## src/rtl/i2s_frame_tx.sv

```systemverilog
// i2s_frame_tx: Philips I2S transmitter with one-deep sample-pair holding
// register; bclk/lrclk derived from clk, silence plus underrun when starved.
module i2s_frame_tx #(
  parameter int WIDTH     = 24,
  parameter int SLOT_BITS = 32,
  parameter int BCLK_DIV  = 4
) (
  input  logic             clk,
  input  logic             rst,
  input  logic [WIDTH-1:0] sample_left,
  input  logic [WIDTH-1:0] sample_right,
  input  logic             sample_valid,
  output logic             sample_ready,
  output logic             bclk,
  output logic             lrclk,
  output logic             sdata,
  output logic             underrun
);

  localparam int DW = (BCLK_DIV > 1) ? $clog2(BCLK_DIV) : 1;
  localparam int CW = $clog2(2 * SLOT_BITS);

  localparam logic [DW-1:0] DIV_MAX = DW'(BCLK_DIV - 1);
  localparam logic [CW-1:0] CNT_MAX = CW'(2 * SLOT_BITS - 1);
  localparam logic [CW-1:0] SLOT    = CW'(SLOT_BITS);
  localparam logic [CW-1:0] WLEN    = CW'(WIDTH);

  logic [DW-1:0]    div_cnt;
  logic [CW-1:0]    bit_cnt;
  logic [CW-1:0]    bit_nxt;
  logic [CW-1:0]    pos;
  logic             right_nxt;
  logic             data_bit;
  logic             fall;
  logic             frame_start;
  logic             shift_en;
  logic             accept;
  logic             hold_full;
  logic             hold_nxt;
  logic [WIDTH-1:0] hold_l;
  logic [WIDTH-1:0] hold_r;
  logic [WIDTH-1:0] sh_l;
  logic [WIDTH-1:0] sh_r;

  assign fall        = bclk && (div_cnt == DIV_MAX);
  assign frame_start = fall && (bit_cnt == CNT_MAX);
  assign accept      = sample_valid && sample_ready;
  assign hold_nxt    = accept || (hold_full && !frame_start);

  // Slot decode is done on the post-increment count so that sdata and
  // lrclk change together on the falling event.
  always_comb begin
    bit_nxt   = (bit_cnt == CNT_MAX) ? '0 : bit_cnt + 1'b1;
    right_nxt = (bit_nxt >= SLOT);
    pos       = right_nxt ? bit_nxt - SLOT : bit_nxt;
    data_bit  = right_nxt ? sh_r[WIDTH-1] : sh_l[WIDTH-1];
    shift_en  = fall && (pos != '0) && (pos <= WLEN);
  end

  always_ff @(posedge clk) begin
    if (rst) begin
      div_cnt <= '0;
      bclk    <= 1'b0;
      bit_cnt <= CNT_MAX;
      lrclk   <= 1'b1;
      sdata   <= 1'b0;
    end else begin
      if (div_cnt == DIV_MAX) begin
        div_cnt <= '0;
        bclk    <= !bclk;
      end else begin
        div_cnt <= div_cnt + 1'b1;
      end
      if (fall) begin
        bit_cnt <= bit_nxt;
        lrclk   <= right_nxt;
        sdata   <= shift_en ? data_bit : 1'b0;
      end
    end
  end

  always_ff @(posedge clk) begin
    if (rst) begin
      hold_full    <= 1'b0;
      hold_l       <= '0;
      hold_r       <= '0;
      sh_l         <= '0;
      sh_r         <= '0;
      underrun     <= 1'b0;
      sample_ready <= 1'b0;
    end else begin
      underrun <= frame_start && !hold_full;
      // The frame load sees the pre-edge hold, so a pair accepted on the
      // same edge waits for the next frame.
      if (frame_start) begin
        sh_l <= hold_full ? hold_l : '0;
        sh_r <= hold_full ? hold_r : '0;
      end else if (shift_en) begin
        if (right_nxt) sh_r <= sh_r << 1;
        else           sh_l <= sh_l << 1;
      end
      if (accept) begin
        hold_l <= sample_left;
        hold_r <= sample_right;
      end
      hold_full    <= hold_nxt;
      sample_ready <= !hold_nxt;
    end
  end

endmodule

```

## config.mk

```make
export PLATFORM = sky130hd
export DESIGN_NAME = i2s_frame_tx
export DESIGN_NICKNAME = d
export VERILOG_FILES = /design/src/rtl/i2s_frame_tx.sv
export SDC_FILE = /design/constraint.sdc
export NUM_CORES = 1
export LEC_CHECK = 0
export BUFFER_PORTS_ARGS = -buffer_cell sky130_fd_sc_hd__buf_2
export CORE_UTILIZATION = 55
export DETAILED_ROUTE_END_ITERATION = 16
export GPL_TIMING_DRIVEN = 0
export PLACE_DENSITY = 0.76
export REMOVE_ABC_BUFFERS = 1
export SYNTH_ARGS = -nofsm -noshare
export SYNTH_HDL_FRONTEND = slang
export SYNTH_SLANG_ARGS = --single-unit
```

## constraint.sdc

```tcl
create_clock -name clk -period 3.1 [get_ports clk]
set_clock_uncertainty 0.2 [all_clocks]
set_input_delay 0.31 -clock clk [delete_from_list [all_inputs] [get_ports clk]]
set_output_delay 0.31 -clock clk [all_outputs]
set_load 0.005 [all_outputs]
```

# --- Yosys cells after proc, flatten, opt, wreduce, memory -nomap -nowiden ---
# Cells that the tools add are included.
# W data, S select, Z words.
totals:
  output_inout_bits: 5
  in_bits: 51
  word_cells: 50
  reg_bits: 110
op_classes:
  mux: 12
  n_lt_le_gt_ge: 2
  n_eq_ne: 3
  n_reduce_logical: 18
  addsub: 3
ops:
  columns: ["cell", "n"]
  rows:
  - ["$mux W24", 8]
  - ["$mux W6", 2]
  - ["$logic_and A1 B1 Y1", 7]
  - ["$add A6 B1 Y6 const B", 1]
  - ["$eq A6 B6 Y1 const B", 1]
  - ["$ge A6 B6 Y1 const B", 1]
  - ["$le A6 B5 Y1 const B", 1]
  - ["$reduce_bool A6 Y1", 1]
  - ["$sub A6 B6 Y6 const B", 1]
  - ["$logic_not A1 Y1", 4]
  - ["$reduce_and A2 Y1", 2]
  - ["$reduce_bool A2 Y1", 2]
  - ["$add A2 B1 Y2 const B", 1]
  - ["$eq A2 B2 Y1 const B", 1]
  - ["$mux W1", 2]
  - ["$ne A2 B1 Y1 const B", 1]
  - ["$reduce_or A2 Y1", 1]
  - ["$logic_or A1 B1 Y1", 1]

# --- Depth between registers and ports, before layout ---
logic_depth:
  ltp_word: 9
  depth_mapped: 9
  depth_no_buf: 6

# --- Worst setup path after synthesis ---
# Ideal clock, no wire load.
synth_timing:
  path_type: "register -> register"
  start: "register bit_cnt[0]"
  end: "register sh_l[10]"
  path_stages_with_launch: 10
  arrival_ns: 1.861
  path_slack_ns: 0.918
  synth_period_minus_slack_ns: 2.182
  path_buffers: 3
  setup_ns: 0.121
  t_required_ns: 2.779
  path_cell_list: "dfxtp_1 -> ha_1 -> nand3_2 -> or3_1 -> buf_2 -> buf_6 -> buf_6 -> nand2_1 -> a21oi_1 -> mux2_2"
synth_via:
  elab_chain_len: 9
  elab_cells_between_ends: 15
  cone_classes: "add/sub (2); order compare (2); eq/ne (2); mux (3); reduce/logical (6)"
synth_rtl:
  columns: ["item", "line_no", "source"]
  rows:
  - ["start: declaration", "29", "logic [CW-1:0] bit_cnt;"]
  - ["start signal: assignment", "75", "bit_cnt <= bit_nxt;"]
  - ["parallel branches: the longest is 9 deep, another holds $add A6 B1 Y6", null, null]
  - ["end signal: assignment", "96", "sh_l <= hold_full ? hold_l : '0;"]
  - ["end signal: assignment", "100", "else sh_l <= sh_l << 1;"]
  - ["end: declaration", "42", "logic [WIDTH-1:0] sh_l;"]
# Several ways; the timed one is not identified.
# A chain may end at the register's enable or synchronous reset.

# --- Final worst setup path ---
layout_timing:
  start: "register bit_cnt[0]"
  end: "register sh_r[22]"
layout_via:
  elab_chain_len: 9
  elab_cells_between_ends: 15
  cone_classes: "add/sub (2); order compare (2); eq/ne (1); mux (3); reduce/logical (7)"
layout_rtl:
  columns: ["item", "line_no", "source"]
  rows:
  - ["parallel branches: the longest is 9 deep, another holds $add A6 B1 Y6", null, null]
  - ["end signal: assignment", "97", "sh_r <= hold_full ? hold_r : '0;"]
  - ["end signal: assignment", "99", "if (right_nxt) sh_r <= sh_r << 1;"]
  - ["end: declaration", "43", "logic [WIDTH-1:0] sh_r;"]
# Several ways; the timed one is not identified.

==> impl_metrics.tcl <==
set metrics [dict create \
    switching_share_pct 25.4 \
    placeableCoreArea_um2 8680 \
    setup_tns_ns 0 \
    worst_hold_path_type "primary input to flip-flop" \
    grt_max_degree 70 \
    drtIter0Drc 214 \
    nFillCells 723 \
    nets 697 \
    setup_viol 0 \
    synth_cell_types 44 \
    drc 0 \
    antenna_found_initial 0 \
    worst_setup_path_start_kind "flip-flop" \
    cts_buffers 9 \
    fp.dieH_um 96.4 \
    grt_pass1_vias 3752 \
    leakagePower_nw 2.14 \
    die_area_um2 9300 \
    crit_family "simple AND/OR/NAND/NOR gates" \
    clk_pin_slew_ns 0.10 \
    cpPeakStageDelay_ns 0.86 \
    clock.fmax_ghz 0.342 \
    crit_path_cell_trace "ha_1 -> nand3_2 -> or3_2 -> o21ai_4 -> a221oi_1" \
    slowest_stage "or3_2" \
    grt_use_total_pct 22.2 \
    final_layout_size_suffix_gt1_share_pct 22.5 \
    crit_arrival_ns 2.93 \
    worstPathRequired_ns 3.11 \
    path_class "flip-flop to flip-flop" \
    rows 34 \
    status "complete, no violations" \
    powerDensity_nw_per_um2 428 \
    finalMaxSlewViolations 0 \
    crit_buf_inv 0 \
    pwr-share-comb_pct 8.7 \
    dp_cells 694 \
    cts_tree "built" \
    relSlewSlack_pct 36.4 \
    crit_fanout 49 \
    clk_latency_ns 0.37 \
    ys_seq_elements 110 \
    grt_pass1_wl_um 16300 \
    rsz0062_at_grt "no" \
    root_buffer "clkbuf_8" \
    firstDrtPassIters 4 \
    syn_inst 579 \
    syn2layout_area_growth_pct 18.3 \
    worst_slew_pin_slew_ns 0.954 \
    p_clk_share_pct 31.4 \
    clk_path_buf_depth 2 \
    cts_sinks 110 \
    hold_viol 0 \
    whs_ns 0.00569 \
    p_int_mw 1.85 \
    maxCapViolCount 0 \
    p_switching_mw 0.631 \
    fin_crit_ns 2.92 \
    place_congestion 0.859 \
    initial_core_util_pct 56.5 \
    routedWlPerCell_um 13.1 \
    seq_area_frac_synth_pct 44.9 \
    diodes 0 \
    io_pins 56 \
    die_w_um 96.4 \
    vias 4058 \
    vias_per_cell 5.36 \
    grt-ovfl-total 0 \
    ctsHtreeMaxLevel 3 \
    ir_drop_uv 279 \
    dp_hpwl_um 5680 \
    routed_wl_um 9910 \
    ant_nets 0 \
    syn_area_um2 4910 \
    seqPwrFrac_pct 59.9 \
    yosys_warnings 0 \
    instances_no_fill 757 \
    period_share_pct 94.3 \
    syn_avg_cell_area_um2 8.47 \
    endpoint_kind "flip-flop" \
    numPortBuffers 55 \
]
-- layer usage --
metal | wire (um) | vias up | track usage (%)
met2 | 4980 | 76 | 40.0
met1 | 4490 | 1868 | 26.2
met3 | 311 | 13 | 3.99
li1 | - | 2101 | -
met5 | 0 | - | 0
met4 | 132 | 0 | 8.21
-- area by class of cell --
cell class                 instances  area [um^2]  share of cell area [%]
multi-input combinational        418         2460                    42.4
sequential                       110         2200                    38.0
timing repair buffer             105          831                    14.3
tap                              108          135                    2.33
clock buffer                       9          124                    2.14
clock inverter                     7         51.3                   0.884
-- power groups by stage --
| stage | combinational [mW] | clock, mW | sequential (mW) |
|---|---|---|---|
| floorplan | 0.0838 | 0 | 1.51 |
| global placement | 0.160 | 0 | 1.52 |
| detailed placement | 0.169 | 0 | 1.52 |
| CTS | 0.213 | 0.795 | 1.49 |
| global route | 0.241 | 0.860 | 1.49 |
| finish | 0.216 | 0.781 | 1.49 |
-- cell usage in the layout, fill, tap and decap left out, types with 5 or more instances in the layout --
cell type,Yosys,final
nand3_1,27,27
a221oi_2,19,19
buf_2,9,54
mux2_2,21,21
clkbuf_8,0,9
nor2b_1,25,25
a21oi_1,98,98
o21ai_0,5,5
nor2_1,27,27
dfxtp_1,110,109
dlygate4sd3_1,0,47
or2_2,18,19
nand2_1,128,127
-- cells in the mapped netlist, drive strengths merged --
cell    count  area [um^2]
clkbuf     25         93.8
and2        4         25.0
a221oi     23          320
mux2       23          259
or3b        1         8.76
nand3      29          155
o31ai       1         7.51
o311a       1         10.0
o21ai       6         33.8
o221ai      1         15.0
xor2        1         8.76
o21bai      3         22.5
o22a        1         8.76
xnor2       1         8.76
ha          2         25.0
nor3        5         36.3
a211o       1         8.76
and4b       2         20.0
o31a        1         8.76
or2        23          144
nand2     129          487
nand3b      2         15.0
a21o        1         7.51
nor2b      25          156
buf        26          165
nor3b       1         7.51
nor2       27          101
nand2b      2         12.5
dfxtp     110         2200
or3         1         6.26
a21oi     100          516
mux2i       1         10.0
-- state kept, by name (all words and copies together) (netlist names) --
| signal | count |
|---|---|
| sdata | 1 |
| hold_l | 24 |
| div_cnt | 2 |
| sh_l | 24 |
| sample_ready | 1 |
| sh_r | 24 |
| lrclk | 1 |
| bclk | 1 |
| hold_full | 1 |
| hold_r | 24 |
| underrun | 1 |
| bit_cnt | 6 |
-- per-stage QoR --
stage / cell area, um^2 / total power [mW] / utilization (%) / setup slack (ns)
floorplan: 4650 / 1.59 / - / 0.220
global placement: 5060 / 1.68 / 58.3 / -0.683
detailed placement: 5150 / 1.69 / 59.3 / -0.0655
CTS: 5780 / 2.49 / 66.6 / 0.142
global route: 5800 / 2.59 / 66.9 / 0.0287
finish: 5800 / 2.48 / 66.9 / 0.178
-- what timing repair did --
| action | in CTS | in global routing |
|---|---|---|
| hold endpoints to repair | 45 | 2 |
| resized for setup | 1 | 1 |
| hold buffers | 45 | 2 |
| endpoints found under the setup margin | 6 | 3 |
| buffers inserted | 0 | 0 |
-- tightest hold or removal path: stages --
cell	delay (ns)
buf_2	0.10
nand2_1	0.07
a21oi_1	0.06
-- worst paths after layout --
kind                                 startpoint          to  slack [ns]  depth (start not counted)
worst max-delay path                 bit_cnt[0]    sh_r[22]        0.18                          5
worst min-delay path            sample_left[23]  hold_l[23]       0.006                          3
worst max register to register       bit_cnt[0]    sh_r[22]        0.18                          5
worst min register to register       div_cnt[0]  div_cnt[0]        0.23                          1
-- kinds of logic after synthesis --
group / share of synthesized area (%)
buffers and inverters: 5.28
flip-flops: 44.9
AO/OA/AOI/OAI: 19.5
XOR/XNOR: 0.357
AND/OR/NAND/NOR: 23.9
multiplexers: 5.48
adder cells (fa/ha/maj): 0.510
No activity file was read; power rests on OpenSTA's default activity.
